===== config.mk =====
export PLATFORM = sky130hd
export DESIGN_NAME = control_pipe_n
export DESIGN_NICKNAME = d
export VERILOG_FILES = /design/src/rtl/ctrl_pkg.sv /design/src/rtl/ctrl_decode.sv /design/src/rtl/control_pipe_n.sv
export SDC_FILE = /design/constraint.sdc
export NUM_CORES = 1
export LEC_CHECK = 0
export ABC_AREA = 1
export CAP_MARGIN = 40
export CORE_AREA = 5 5 103 57
export DETAILED_ROUTE_END_ITERATION = 7
export DIE_AREA = 0 0 108 62
export PLACE_DENSITY = 0.84
export SYNTH_ARGS = -nofsm -noshare
export SYNTH_HDL_FRONTEND = slang
export SYNTH_SLANG_ARGS = --single-unit

===== constraint.sdc =====
create_clock -name clk -period 1.1 [get_ports clk]
set_input_delay 0.275 -clock clk [delete_from_list [all_inputs] [get_ports clk]]
set_output_delay 0.275 -clock clk [all_outputs]
set_load 0.05 [all_outputs]

===== src/rtl/ctrl_pkg.sv =====
// Shared encodings and the per-stage control word for the parametrised control pipe.
package ctrl_pkg;

    localparam int unsigned CTRL_OPW = 4;
    localparam int unsigned REGW     = 5;

    localparam logic [5:0] OP_RTYPE = 6'b000000;
    localparam logic [5:0] OP_J     = 6'b000010;
    localparam logic [5:0] OP_JAL   = 6'b000011;
    localparam logic [5:0] OP_BEQ   = 6'b000100;
    localparam logic [5:0] OP_BNE   = 6'b000101;
    localparam logic [5:0] OP_ADDI  = 6'b001000;
    localparam logic [5:0] OP_SLTI  = 6'b001010;
    localparam logic [5:0] OP_ANDI  = 6'b001100;
    localparam logic [5:0] OP_ORI   = 6'b001101;
    localparam logic [5:0] OP_XORI  = 6'b001110;
    localparam logic [5:0] OP_LW    = 6'b100011;
    localparam logic [5:0] OP_SW    = 6'b101011;

    localparam logic [5:0] FN_SLL = 6'b000000;
    localparam logic [5:0] FN_SRL = 6'b000010;
    localparam logic [5:0] FN_JR  = 6'b001000;
    localparam logic [5:0] FN_ADD = 6'b100000;
    localparam logic [5:0] FN_SUB = 6'b100010;
    localparam logic [5:0] FN_AND = 6'b100100;
    localparam logic [5:0] FN_OR  = 6'b100101;
    localparam logic [5:0] FN_XOR = 6'b100110;
    localparam logic [5:0] FN_NOR = 6'b100111;
    localparam logic [5:0] FN_SLT = 6'b101010;

    localparam logic [REGW-1:0] REG_RA = 5'd31;

    localparam logic [CTRL_OPW-1:0] ALU_ADD = 4'd0;
    localparam logic [CTRL_OPW-1:0] ALU_SUB = 4'd1;
    localparam logic [CTRL_OPW-1:0] ALU_AND = 4'd2;
    localparam logic [CTRL_OPW-1:0] ALU_OR  = 4'd3;
    localparam logic [CTRL_OPW-1:0] ALU_XOR = 4'd4;
    localparam logic [CTRL_OPW-1:0] ALU_SLT = 4'd5;
    localparam logic [CTRL_OPW-1:0] ALU_NOR = 4'd6;

    typedef struct packed {
        logic                valid;
        logic                write_reg;
        logic                lw;
        logic                write_mem;
        logic [REGW-1:0]     dst;
        logic                shift;
        logic                srl;
        logic                ri;
        logic [CTRL_OPW-1:0] op;
    } ctrl_word_t;

    localparam ctrl_word_t CTRL_BUBBLE = '0;

    // ALU op from opcode/funct; unlisted encodings fall back to add.
    function automatic logic [CTRL_OPW-1:0] alu_op(input logic [5:0] opcode,
                                                   input logic [5:0] funct);
        logic [CTRL_OPW-1:0] res;
        res = ALU_ADD;
        if (opcode == OP_RTYPE) begin
            case (funct)
                FN_ADD:  res = ALU_ADD;
                FN_SUB:  res = ALU_SUB;
                FN_AND:  res = ALU_AND;
                FN_OR:   res = ALU_OR;
                FN_XOR:  res = ALU_XOR;
                FN_SLT:  res = ALU_SLT;
                FN_NOR:  res = ALU_NOR;
                default: res = ALU_ADD;
            endcase
        end else begin
            case (opcode)
                OP_ADDI, OP_LW, OP_SW: res = ALU_ADD;
                OP_BEQ, OP_BNE:        res = ALU_SUB;
                OP_ANDI:               res = ALU_AND;
                OP_ORI:                res = ALU_OR;
                OP_XORI:               res = ALU_XOR;
                OP_SLTI:               res = ALU_SLT;
                default:               res = ALU_ADD;
            endcase
        end
        return res;
    endfunction

endpackage


===== src/rtl/ctrl_decode.sv =====
// Combinational DECODE: instruction fields to a pipe control word plus branch/jump controls.
module ctrl_decode
    import ctrl_pkg::*;
(
    input  logic [5:0]      opcode,
    input  logic [5:0]      funct,
    input  logic [REGW-1:0] rt,
    input  logic [REGW-1:0] rd,
    input  logic            zero,
    output ctrl_word_t      word,
    output logic            jbeq,
    output logic            j,
    output logic            jal,
    output logic            jr
);

    logic is_r;
    logic is_beq;
    logic is_bne;
    logic is_sw;

    always_comb begin
        is_r   = (opcode == OP_RTYPE);
        is_beq = (opcode == OP_BEQ);
        is_bne = (opcode == OP_BNE);
        is_sw  = (opcode == OP_SW);
        j      = (opcode == OP_J);
        jal    = (opcode == OP_JAL);
        jr     = is_r & (funct == FN_JR);
        jbeq   = (is_beq & zero) | (is_bne & ~zero);

        word           = CTRL_BUBBLE;
        word.valid     = 1'b1;
        word.lw        = (opcode == OP_LW);
        word.write_mem = is_sw;
        word.shift     = is_r & ((funct == FN_SLL) | (funct == FN_SRL));
        word.srl       = is_r & (funct == FN_SRL);
        word.ri        = ~(is_r | is_beq | is_bne);
        word.op        = alu_op(opcode, funct);

        if (jal)       word.dst = REG_RA;
        else if (is_r) word.dst = rd;
        else           word.dst = rt;

        // $0 is hardwired, so a write to it is dropped at decode.
        word.write_reg = ~(is_beq | is_bne | is_sw | j | jr) & (word.dst != '0);
    end

endmodule


===== src/rtl/control_pipe_n.sv =====
// Pipelined control unit: decode, then EXEC, MEM_STAGES memory stages and WRITEBACK.
module control_pipe_n
    import ctrl_pkg::*;
#(
    parameter  int unsigned MEM_STAGES = 1,
    parameter  int unsigned OPW        = 4,
    localparam int unsigned NST        = MEM_STAGES + 2
) (
    input  logic              clk,
    input  logic              rst,
    input  logic [5:0]        opcode,
    input  logic [5:0]        funct,
    input  logic [4:0]        rt,
    input  logic [4:0]        rd,
    input  logic              zero,
    input  logic              stall,
    input  logic              flush,
    input  logic              stop,
    output logic              jbeq,
    output logic              j,
    output logic              jal,
    output logic              jr,
    output logic              shift,
    output logic              srl,
    output logic              ri,
    output logic [OPW-1:0]    op,
    output logic              write_mem,
    output logic              read_mem,
    output logic              write_reg,
    output logic              lw,
    output logic [4:0]        wb_dst,
    output logic [NST-1:0]    st_wreg,
    output logic [NST-1:0]    st_lw,
    output logic [5*NST-1:0]  st_dst
);

    ctrl_word_t           dec_word;
    ctrl_word_t [NST-1:0] pipe_q;

    ctrl_decode u_decode (
        .opcode (opcode),
        .funct  (funct),
        .rt     (rt),
        .rd     (rd),
        .zero   (zero),
        .word   (dec_word),
        .jbeq   (jbeq),
        .j      (j),
        .jal    (jal),
        .jr     (jr)
    );

    // Stage 0 is EXEC, stage NST-1 is WRITEBACK; stop freezes every stage.
    for (genvar g = 0; g < NST; g++) begin : g_stage
        ctrl_word_t q;
        ctrl_word_t d;

        if (g == 0) begin : g_exec
            assign d = (stall | flush) ? CTRL_BUBBLE : dec_word;
        end else begin : g_fwd
            assign d = pipe_q[g-1];
        end

        always_ff @(posedge clk or posedge rst) begin
            if (rst)        q <= CTRL_BUBBLE;
            else if (!stop) q <= d;
        end

        assign pipe_q[g]              = q;
        assign st_wreg[g]             = q.valid & q.write_reg;
        assign st_lw[g]               = q.valid & q.lw;
        assign st_dst[REGW*g +: REGW] = q.valid ? q.dst : '0;
    end

    assign shift     = pipe_q[0].valid & pipe_q[0].shift;
    assign srl       = pipe_q[0].valid & pipe_q[0].srl;
    assign ri        = pipe_q[0].valid & pipe_q[0].ri;
    assign op        = pipe_q[0].valid ? OPW'(pipe_q[0].op) : '0;

    assign write_mem = pipe_q[1].valid & pipe_q[1].write_mem;
    assign read_mem  = pipe_q[1].valid & pipe_q[1].lw;

    assign write_reg = pipe_q[NST-1].valid & pipe_q[NST-1].write_reg;
    assign lw        = pipe_q[NST-1].valid & pipe_q[NST-1].lw;
    assign wb_dst    = pipe_q[NST-1].valid ? pipe_q[NST-1].dst : '0;

    // EXEC/MEM-only fields have no consumer once they reach WRITEBACK.
    logic unused_wb;
    assign unused_wb = ^{pipe_q[NST-1].shift, pipe_q[NST-1].srl, pipe_q[NST-1].ri,
                         pipe_q[NST-1].op, pipe_q[NST-1].write_mem};

endmodule


==> metrics.csv, run 1 <==
metric,value,unit
dpl cell area,0.00338,mm²
part of the cycle the worst path needs,1.41,
gr ovfl total,0,
CTS Buf Count,5,
Critical Path Max Stage Delay,520,ps
max FFs per register,32,
Antenna Cells,0,
crit-path cells,"nand2_2, clkinvlp_4, buf_12",
crit end category,primary output,
post-synth net total,295,
pwr dens,878,mW/mm²
worst setup margin,-455,ps
clock sink total,32,
cell row count,18,
Hold Fails Final Rpt,0,
Switch Pwr,1.11,mW
#FFs+latches synth,32,
type of origin of the critical path,register,
layout cell share with drive strength beyond 1,0.548,
CTS Buffer Depth,2,
number of global-route vias before repair,2289,
main combinational cell family by area after synthesis,simple AND/OR/NAND/NOR gates,
fmax,0.643,GHz
drt via density,5.34,
FILL cells,260,
Synth Area in Adders,0,
switch share,0.321,
most frequent cell after synthesis,nand2_1,
clock-pin slew on the worst setup and hold paths,80,ps
WP data arrival,1280,ps
Synth Warn #,0,
Final Skew,7.20,ps
CTS tree,yes,
WP buf/inv,2,
Worst Path Required,820,ps
leak pwr,1.92,nW
Crit-path slowest cell,dfrtp_2,
part of the power in the clock network,0.336,
family with the most delay on the worst path,flip-flops,
Period minus WS final,1550,ps
"EDFF count, synth",0,
DR WL/cell,19.5,µm
max-cap viol count,0,
initial antenna violation count,0,
post-synthesis cell type with the largest combined area,dfrtp_1,
"Setup violations, final",48,
largest net degree at the start of global routing,33,
Die Area,0.00670,mm²
"Area growth, synth to finish",113,%
synthesized instance count,267,
Seq pwr share,0.387,
number of H-tree levels,2,
DRC,0,
"Seq/Total Area, Yosys",0.433,
unrepaired setup endpoints after global routing,yes,
GPL Wtd Cong,0.885,
synthesized area per cell,6.92,µm²
failing checks,negative setup slack,
Initial Util,0.387,
Antenna Violating Nets Remaining,0,
clock latency at the later pin of the worst-skew pair,300,ps
Synth Area in XOR/XNOR,0.00474,
outcome,finished with violations,
logic gate share of total power,0.277,
Async SR Flop Fraction,1.00,
Die H,62,µm
max-slew violation count,0,
final wirelength,8670,µm
HP Class,primary input to async pin,
Pint,2.35,mW
global-route wire length before repair,11600,µm
Die Wd,108,µm
Post-CTS Hold Fix Bufs,0,
root buffer cell,clkbuf_8,
final HPWL from detailed placement,5000,µm
Worst Path Max Fanout,8,
final hold slack,333,ps
Pre-antenna DRT Iters,5,
Synth Area in Simple Gates,0.314,
maximum vdd drop,0.000524,V
Vias,2370,
nets,401,
Synth Cell Area,0.00185,mm²
post-synthesis mux area share,0,
DRT iter0 DRCs,149,
compound-cell area share of the yosys netlist,0.0772,
post-route design area,0.00394,mm²
I/O Buffers,67,
core footprint,0.00477,mm²
Commonest cells post-synth,"nand2_1 (92), inv_1 (52), dfrtp_1 (32), o21ai_0 (19), nor2_1 (14)",
IO Count,69,
Post-synth top flop,dfrtp_1,
Synth top area share,0.433,
largest cells by area after synthesis,"dfrtp_1 (43%), nand2_1 (19%), inv_1 (11%)",
Overall Global Routing Usage,0.234,
Top reg by flops,g_stage.q,
Regs by FF count,g_stage.q x32,
synth unique cells,23,
critical setup path kind,register to primary output,
layout by cell type (no fill, tap or decap), types with 5 or more instances in the layout:
cell type	Yosys	layout
nand2_1	92	57
buf_12	0	44
buf_4	10	31
dfrtp_1	32	30
clkinvlp_4	0	20
nand2_4	0	19
buf_6	1	19
inv_1	52	17
nand2_2	0	15
o21ai_0	19	13
clkdlybuf4s50_1	0	11
nor2_4	2	10
inv_2	0	10
nand4_1	8	8
dlygate4sd2_1	0	8
nand3_1	12	7
nor2_1	14	5
inv_4	0	5
clkbuf_8	0	5
power groups by stage:
stage / Sequential, mW / Combinational, mW / Clock, mW
floorplan: 1.31 / 0.415 / 0
CTS: 1.32 / 0.850 / 1.16
global placement: 1.33 / 0.738 / 0
detailed placement: 1.34 / 0.752 / 0
finish: 1.34 / 0.955 / 1.16
global route: 1.35 / 0.999 / 1.22
per-stage QoR:
step / worst slack, ps / TNS (ps) / power, mW / util / cells
after floorplan: -273 / -4180 / 1.72 / - / 267
after global placement: -725 / -19710 / 2.07 / 0.708 / 417
after detailed placement: -801 / -20870 / 2.09 / 0.708 / 417
after CTS: -388 / -14060 / 3.32 / 0.784 / 441
after global routing: -472 / -17730 / 3.56 / 0.824 / 444
final: -455 / -16120 / 3.45 / 0.824 / 444
path summary, 6_finish.rpt:
| check | startpoint | endpoint | slack (ps) | cells after the start |
|---|---|---|---|---|
| min | rst | g_stage[0].q[10]$_DFFE_PP0N_ | 330 | 3 |
| max | g_stage[2].q[15]$_DFFE_PP0N_ | st_dst[11] | -450 | 3 |
| max in group asynchronous | rst | g_stage[2].q[15]$_DFFE_PP0N_ | 580 | 3 |
| min reg2reg | g_stage[2].q[7]$_DFFE_PP0N_ | g_stage[2].q[7]$_DFFE_PP0N_ | 520 | 2 |
| min in group clk | opcode[4] | g_stage[0].q[12]$_DFFE_PP0N_ | 410 | 5 |
| max reg2reg | g_stage[0].q[15]$_DFFE_PP0N_ | g_stage[1].q[15]$_DFFE_PP0N_ | 40 | 3 |
layer usage:
metal	vias up	part of all wire	global-route usage
met4	0	0.053	0.0647
met1	1134	0.38	0.281
met2	163	0.46	0.404
met5	-	0	0
li1	1018	-	-
met3	55	0.10	0.0908
logic make-up (layout without fill, tap and decap cells):
kind of cell	count (synthesis)	after routing
buffers and inverters	71	178
XOR/XNOR	1	1
AND/OR/NAND/NOR	136	136
flip-flops	32	32
other	1	1
AO/OA/AOI/OAI	26	26
tightest hold or removal path, stage by stage:
cell and delay [ps]:
clkdlybuf4s50_1 400, inv_1 100, buf_12 210
repair_timing:
action                                  in CTS  in global routing
setup buffers                               16                  6
endpoints found under the hold margin        0                  0
pin swaps                                   24                 22
endpoints found under the setup margin      72                 54
gates resized for setup                     91                 55
cell type report:
class                   instances  area, µm²  area share
repair buffers                118       1560       0.395
multi-input cells             164       1100       0.279
well taps                      70       87.6      0.0223
flip-flops and latches         32        803       0.204
clock inverters                 2       35.0     0.00890
inverters                      52        283      0.0718
clock buffers                   6       72.6      0.0184
(Power assumes the default switching activity.)
==> run 2, diff against run 1 <==
Settings changed: CTS_CLUSTER_DIAMETER set to 80.
==> results of run 2 <==
Final layout, timing and power as in run 1 (identical DEF).
==> run 3, diff against run 2 <==
Settings changed: CTS_CLUSTER_SIZE set to 8.
==> results of run 3 <==
Final layout, timing and power as in run 1 (identical DEF).
